## src/rtl/image_loader.sv

```systemverilog
// Byte-stream frame parser: header + IMG_W/8 pixel bytes -> one image word with start pulse.
// start one cycle after last pixel xfer; in_ready low from ISSUE until cu_done.
module image_loader #(
  parameter int          IMG_W     = 32,
  parameter int unsigned MAX_LABEL = 9
) (
  input  logic             clk,
  input  logic             rst,
  input  logic             in_valid,
  input  logic [7:0]       in_data,
  output logic             in_ready,
  input  logic             cu_done,
  output logic             start,
  output logic             train,
  output logic [7:0]       label_out,
  output logic [IMG_W-1:0] image_out,
  output logic             frame_err,
  output logic             busy
);

  localparam int NB = IMG_W / 8;
  localparam int CW = $clog2(NB) + 1;
  localparam logic [CW-1:0] LAST = CW'(NB - 1);

  typedef enum logic [2:0] {
    S_HDR,
    S_PIX,
    S_DROP,
    S_ISSUE,
    S_WAIT
  } state_t;

  state_t           state_q, state_d;
  logic [CW-1:0]    cnt_q, cnt_d;
  logic [7:0]       hdr_q, hdr_d;
  logic [IMG_W-1:0] sh_q, sh_d;
  logic             start_q, start_d;
  logic             train_q, train_d;
  logic [7:0]       label_q, label_d;
  logic [IMG_W-1:0] image_q, image_d;
  logic             frame_err_q, frame_err_d;
  logic             busy_q, busy_d;

  logic             xfer;
  logic             label_ok;
  logic [IMG_W-1:0] sh_next;

  assign in_ready = ~rst & ((state_q == S_HDR) | (state_q == S_PIX) | (state_q == S_DROP));
  assign xfer     = in_valid & in_ready;
  assign label_ok = (32'(in_data[3:0]) <= MAX_LABEL);
  // Shift form keeps IMG_W == 8 legal (no negative part-select).
  assign sh_next  = (sh_q << 8) | IMG_W'(in_data);

  always_comb begin
    state_d     = state_q;
    cnt_d       = cnt_q;
    hdr_d       = hdr_q;
    sh_d        = sh_q;
    start_d     = 1'b0;
    train_d     = train_q;
    label_d     = label_q;
    image_d     = image_q;
    frame_err_d = 1'b0;
    busy_d      = busy_q;

    case (state_q)
      S_HDR: begin
        busy_d = 1'b0;
        if (xfer) begin
          hdr_d   = in_data;
          cnt_d   = '0;
          state_d = label_ok ? S_PIX : S_DROP;
        end
      end
      S_PIX: begin
        if (xfer) begin
          sh_d = sh_next;
          if (cnt_q == LAST) begin
            train_d = hdr_q[7];
            label_d = {4'b0, hdr_q[3:0]};
            image_d = sh_next;
            start_d = 1'b1;
            busy_d  = 1'b1;
            state_d = S_ISSUE;
          end else begin
            cnt_d = cnt_q + 1'b1;
          end
        end
      end
      S_DROP: begin
        if (xfer) begin
          if (cnt_q == LAST) begin
            frame_err_d = 1'b1;
            state_d     = S_HDR;
          end else begin
            cnt_d = cnt_q + 1'b1;
          end
        end
      end
      S_ISSUE: begin
        if (cu_done) begin
          busy_d  = 1'b0;
          state_d = S_HDR;
        end else begin
          state_d = S_WAIT;
        end
      end
      S_WAIT: begin
        if (cu_done) begin
          busy_d  = 1'b0;
          state_d = S_HDR;
        end
      end
      default: begin
        busy_d  = 1'b0;
        state_d = S_HDR;
      end
    endcase
  end

  always_ff @(posedge clk) begin
    if (rst) begin
      state_q     <= S_HDR;
      cnt_q       <= '0;
      hdr_q       <= '0;
      sh_q        <= '0;
      start_q     <= 1'b0;
      train_q     <= 1'b0;
      label_q     <= '0;
      image_q     <= '0;
      frame_err_q <= 1'b0;
      busy_q      <= 1'b0;
    end else begin
      state_q     <= state_d;
      cnt_q       <= cnt_d;
      hdr_q       <= hdr_d;
      sh_q        <= sh_d;
      start_q     <= start_d;
      train_q     <= train_d;
      label_q     <= label_d;
      image_q     <= image_d;
      frame_err_q <= frame_err_d;
      busy_q      <= busy_d;
    end
  end

  assign start     = start_q;
  assign train     = train_q;
  assign label_out = label_q;
  assign image_out = image_q;
  assign frame_err = frame_err_q;
  assign busy      = busy_q;

endmodule
```

## config.mk

```make
export PLATFORM = sky130hd
export DESIGN_NAME = image_loader
export DESIGN_NICKNAME = d
export VERILOG_FILES = /design/src/rtl/image_loader.sv
export SDC_FILE = /design/constraint.sdc
export NUM_CORES = 1
export LEC_CHECK = 0
export ABC_CLOCK_PERIOD_IN_PS = 2200
export CAP_MARGIN = 20
export CORE_UTILIZATION = 54
export DETAILED_ROUTE_END_ITERATION = 16
export HOLD_SLACK_MARGIN = 0.1
export PLACE_DENSITY_LB_ADDON = 0.1
export SYNTH_ARGS = -nofsm -noshare
export SYNTH_HDL_FRONTEND = slang
export SYNTH_SLANG_ARGS = --single-unit
```

## constraint.sdc

```tcl
create_clock -name clk -period 2.2 [get_ports clk]
set_input_delay 0.22 -clock clk [delete_from_list [all_inputs] [get_ports clk]]
set_output_delay 0.22 -clock clk [all_outputs]
set_load 0.02 [all_outputs]
```

**Word-level counts from Yosys, hierarchy flattened**

Cells that the tools add are included.

- Output and inout port bits: 45
- Logic and storage cells: 65
- Register bits after elaboration: 78
- Input bits: 12

- Reductions and logical operators: 12
- Muxes and demuxes: 19
- Add/subtract/negate cells: 1
- Order comparisons: 1
- Equal/unequal tests: 14
- Bitwise logic cells: 8

Operators with widths:

| cell | count |
|---|---|
| bitwise OR 32 x 8 -> 32 bit | 1 |
| 2-to-1 mux 3 bit | 10 |
| one-hot mux 3 bit (5 select lines) | 1 |
| != test 2 bit, second input constant | 5 |
| == test 3 x 2 -> 1 bit, second input constant | 3 |
| != test 2 x 1 -> 1 bit, second input constant | 4 |
| AND reduction 4 bit | 2 |
| OR reduction 2 bit | 4 |
| one-hot mux 3 bit (2 select lines) | 1 |
| AND reduction 6 bit | 1 |
| 2-to-1 mux 1 bit | 5 |
| less-or-equal comparator 4 bit, second input constant | 1 |
| AND reduction 2 bit | 2 |
| adder 3 x 1 -> 3 bit, second input constant | 1 |
| == test 3 x 1 -> 1 bit, second input constant | 1 |
| == test 3 bit, second input constant | 1 |
| zero test 3 bit | 1 |
| inverter 1 bit | 3 |
| one-hot mux 1 bit (3 select lines) | 1 |
| AND reduction 3 bit | 1 |
| AND 1 bit | 2 |
| 2-to-1 mux 2 bit | 1 |
| bitwise OR 1 bit | 2 |
| nonzero test 2 bit | 1 |

**Logic depth before layout (Yosys ltp)**

- Depth after elaboration: 7
- Gate-level depth with buffers: 8
- Mapped depth without buffers: 6

**Worst setup path after synthesis**

OpenSTA, ideal clock, no wires.

- Path kind: register -> register
- From: reg cnt_q[0]
- To: reg image_q[18], in the netlist image_out[18]
- Path buffers: 2
- Setup time: 70 ps
- Stages on the path, launching flop included: 8
- Setup slack: 744 ps
- Data required time: 2,130 ps
- Period minus slack after synthesis: 1,456 ps
- Arrival: 1,386 ps
- Cell sequence: dfxtp_1 ha_1 ha_1 nand3_1 buf_2 buf_2 nand2_1 a21oi_1

- Cells in the longest elaborated chain, start to end: 2

Ends and longest elaborated chain:

| element | RTL line | source |
|---|---|---|
| start, declared | 34 | `logic [CW-1:0] cnt_q, cnt_d;` |
| start signal, assigned | 135 | `cnt_q <= cnt_d;` |
| == test 3 x 2 -> 1 bit | 78 | `if (cnt_q == LAST) begin` |
| AND reduction 3 bit (no line) | - |  |
| end signal, assigned | 141 | `image_q <= image_d;` |
| end, declared | 40 | `logic [IMG_W-1:0] image_q, image_d;` |

No other way between the ends.
A chain may end at the register's enable or synchronous reset.

**Worst setup path after layout**

- From: reg state_q[0]
- To: out in_ready

- Cells in the longest elaborated chain, start to end: 4
- Elaborated cells on any way between the ends: 6
- Classes of those cells: eq/ne (2); bitwise (3); reduce/logical (1)

Ends and longest elaborated chain:

| element | RTL line | source |
|---|---|---|
| start, declared | 33 | `state_t state_q, state_d;` |
| start signal, assigned | 134 | `state_q <= state_d;` |
| == test 3 x 1 -> 1 bit or zero test 3 bit (tied branches) | 48 | `assign in_ready = ~rst & ((state_q == S_HDR) \| (state_q == S_PIX) \| (state_q == S_DROP));` |
| bitwise OR 1 bit | 48 |  |
| bitwise OR 1 bit (*) | 48 |  |
| AND 1 bit (*) | 48 |  |
| end, declared | 11 | `output logic in_ready,` |

Mark *: on every way between the ends. The rest lies on a longest branch, timed or not.

==> impl_metrics.env <==
export IMPL_power_combinational_fraction_pct=10.5
export IMPL_post_synth_top_area_cell="dfxtp_1"
export IMPL_clock_edge_transition_at_the_registers_on_the_reported_setup_and_hold_paths_ns=0.07
export IMPL_holdBufCountCts=0
export IMPL_crit_path_end_kind="primary output"
export IMPL_cts_tree="yes"
export IMPL_pin_count_of_the_biggest_net_entering_global_routing=45
export IMPL_post_route_period_util_pct=91.73
export IMPL_wirelength_um=5881
export IMPL_cts_root_buf="clkbuf_8"
export IMPL_post_route_drc_count=0
export IMPL_max_cap_viol_count=0
export IMPL_post_cts_setup_buffer_count=0
export IMPL_worstPathBufferInverterCount=1
export IMPL_fp_coreArea_mm2=0.004880
export IMPL_dieWidth_um=74.33
export IMPL_setup_viol=0
export IMPL_worst_case_reg_to_reg_path_depth=6
export IMPL_n_antenna_cell=0
export IMPL_critical_path_max_fanout=14
export IMPL_route_detailed_wl_per_inst_um=12.70
export IMPL_internal_power_w=0.002149
export IMPL_path_class="reg -> out"
export IMPL_quantity_of_gates_resized_following_cts=0
export IMPL_via_per_instance_ratio=5.114
export IMPL_tritoncts_num_buffers=9
export IMPL_detailed_place_hpwl_um=3678
export IMPL_grt_setup_unrepaired="false"
export IMPL_area_growth_syn_to_layout_pct=25.20
export IMPL_initial_antenna_violation_count=0
export IMPL_power_per_cell_area_mw_per_mm2=812.7
export IMPL_synth_top_cells_by_area="dfxtp_1 53%, nand2_1 17%, a21oi_1 12%"
export IMPL_antenna_violating_nets_post_route=0
export IMPL_worst_path_largest_cell_delay_ns=0.66
export IMPL_synth_cell_area_mm2=0.002825
export IMPL_dieArea_mm2=0.005525
export IMPL_timing_hold_worst_class="in -> reg"
export IMPL_power_frac_seq_pct=50.6
export IMPL_y_dimension_of_the_die_um=74.33
export IMPL_finalWorstPathRequiredPeriod_ns=2.018
export IMPL_final_layout_size_suffix_gt1_share_pct=6.313
export IMPL_fin_worst_skew_ns=0.007837
export IMPL_synth_largest_type_area_fraction_pct=53.14
export IMPL_mean_syn_cell_area_um2=8.118
export IMPL_finalWeightedCongestion=0.8695
export IMPL_clk_insertion_delay_late_ns=0.34
export IMPL_worst_slew_margin_rel_pct=66.48
export IMPL_track_usage_pct=22.63
export IMPL_netlist_cell_type_count=29
export IMPL_hold_depth=3
export IMPL_swShare_pct=25.23
export IMPL_vias_in_the_first_global_route=2030
export IMPL_setup_reg_to_reg_worst_slack_ns=0.47
export IMPL_fin_nets=406
export IMPL_number_of_sinks_on_the_clock_net=75
export IMPL_h_tree_depth=3
export IMPL_dr_total_vias=2368
export IMPL_port_buf_inserts=52
export IMPL_worst_endpoint_arrival_ns=1.80
export IMPL_maxSlewViolCount=0
export IMPL_timing_setup_tns_ns=0
export IMPL_critical_path_startpoint_type="flop"
export IMPL_timing_worst_slew_pin_value_ns=0.5021
export IMPL_count_of_mapped_cells_out_of_synthesis=348
export IMPL_yosysSeqAreaShare_pct=53.14
export IMPL_crit_slowest_cell="clkdlybuf4s50_1"
export IMPL_crit_required_ns=1.98
export IMPL_final_hold_viol_count=0
export IMPL_initialDrtViolationCount=211
export IMPL_p_switching_w=0.0007253
export IMPL_first_pass_grt_wire_length_um=9390
export IMPL_boundaryPins=57
export IMPL_ctsLongestPathBuffers=2
export IMPL_maxClockFrequency_ghz=0.4955
export IMPL_fill_cells=428
export IMPL_flip_flop_and_latch_count_after_synthesis=75
export IMPL_initial_core_utilization_pct=57.90
export IMPL_layout_cells_non_filler=463
export IMPL_ir_worst_vdd_uv=499.4
export IMPL_run_status="completed"
export IMPL_worstHoldEndpoint="hdr_q[0]"
export IMPL_cpLargestDelayFamily="buffers and inverters"
export IMPL_num_rows=25
export IMPL_cp_cell_sequence="a211oi_1 > clkdlybuf4s50_1"
export IMPL_ys_warnings_count=0
export IMPL_fraction_of_power_consumed_by_the_clock_network_pct=38.9
export IMPL_dr_pass1_iters=4
export IMPL_total_grt_overflow=0
export IMPL_total_leakage_power_nw=1.190
export IMPL_rr_startpoint="state_q[2]"
export IMPL_r2r_end="image_out[20]"
export IMPL_dp_cells=448
export IMPL_timing_hold_worst_start="rst"
==> cells in the final DEF, fill, tap and decap left out, types with 2 or more instances in the layout <==
| cell | synthesis | layout |
|---|---|---|
| buf_4 | 6 | 6 |
| nor3_1 | 4 | 4 |
| a21oi_1 | 68 | 68 |
| clkdlybuf4s50_1 | 0 | 51 |
| bufinv_16 | 0 | 2 |
| a211oi_1 | 2 | 2 |
| nand3_1 | 2 | 2 |
| nor2b_1 | 3 | 3 |
| dfxtp_1 | 75 | 75 |
| nand2_1 | 126 | 126 |
| nor2_1 | 11 | 11 |
| ha_1 | 2 | 2 |
| clkbuf_8 | 0 | 9 |
| clkinv_2 | 0 | 2 |
| mux2i_1 | 7 | 7 |
| o21ai_0 | 2 | 2 |
| conb_1 | 1 | 4 |
| nand2b_1 | 4 | 4 |
==> synthesized netlist by cell type (all sizes together) <==
library cell    n
buf            17
nor2b           3
xnor2           1
nand2b          4
mux2i           7
o21ai           2
a21oi          68
and2            1
a211oi          2
nor2           11
o21a            1
conb            1
dfxtp          75
inv             2
clkbuf         12
nand3           2
nor3b           1
and3b           1
nor3            4
a221oi          1
nand3b          1
nand2         126
nor4            1
ha              2
nor4b           1
a31o            1
==> layer usage <==
layer  global-route usage (%)  wire [um]  up-vias
met3                    4.743        257       11
met4                    9.853        108        0
li1                         -          -     1213
met2                    35.86       2787       55
met1                    30.03       2728     1089
met5                        0          0        -
==> registers in the layout, indices dropped and copies added (netlist names) <==
register and flops:
sh_q 24, frame_err 1, label_out 4, image_out 32, busy 1, train 1
state_q 3, hdr_q 5, cnt_q 3, start 1
==> kinds of logic (layout without fill, tap and decap cells) <==
family                     count (synthesis)  after routing  synth area share [%]
and+or+nand+nor                          156            156                 22.94
muxes                                      7              7                 2.480
buffers and inverters                     31             76                 6.288
DFF                                       75             75                 53.14
adders and majority gates                  2              2                0.8856
xor gates and xnor gates                   1              1                0.3101
other                                      1              4                0.1327
AOI/OAI and AO/OA                         75             75                 13.82
==> cell type report <==
| type | count | area [um^2] | area share [%] |
|---|---|---|---|
| clock buffer | 10 | 127.6 | 3.608 |
| clock inverter | 5 | 78.83 | 2.229 |
| inverter | 2 | 7.507 | 0.2122 |
| multi-input combinational | 245 | 1157 | 32.72 |
| sequential | 75 | 1501 | 42.45 |
| tap | 67 | 83.83 | 2.370 |
| timing repair buffer | 59 | 580.6 | 16.41 |
==> power by group through the flow <==
stage	Sequential [W]	Combinational [W]	Clock (W)
final	0.00146	0.000301	0.00112
after CTS	0.00145	0.000302	0.00113
after floorplan	0.00144	0.000277	0
after global routing	0.00146	0.000333	0.00119
after global placement	0.00148	0.000286	0
after detailed placement	0.00149	0.000296	0
==> metrics by stage <==
stage | hold WS, ns | cell area, um^2 | setup WS, ns | power, W | util [%]
2_1_floorplan | 0.2968 | 2836 | 0.7437 | 0.001720 | -
3_3_place_gp | 0.4427 | 3331 | 0.3956 | 0.001770 | 68.26
3_5_place_dp | 0.4439 | 3331 | 0.3299 | 0.001782 | 68.26
4_1_cts | 0.3954 | 3537 | 0.1994 | 0.002891 | 72.49
5_1_grt | 0.4203 | 3537 | 0.1345 | 0.002989 | 72.49
6_report | 0.3992 | 3537 | 0.1819 | 0.002875 | 72.49
==> worst min-delay path, stage by stage <==
cell	delay [ns]
buf_2	0.13
buf_4	0.23
nor2_1	0.12
==> how the worst max path moves through the flow <==
stage / start / endpoint / slack [ns] / cells after the start
finish: state_q[0] / in_ready / 0.18 / 2
global route: state_q[0] / in_ready / 0.13 / 2
CTS: state_q[0] / in_ready / 0.20 / 2
detailed placement: in_valid / image_out[20] / 0.33 / 7
global placement: in_valid / image_out[26] / 0.40 / 7
floorplan: cnt_q[0] / image_out[18] / 0.74 / 7
(Power assumes the default switching activity.)
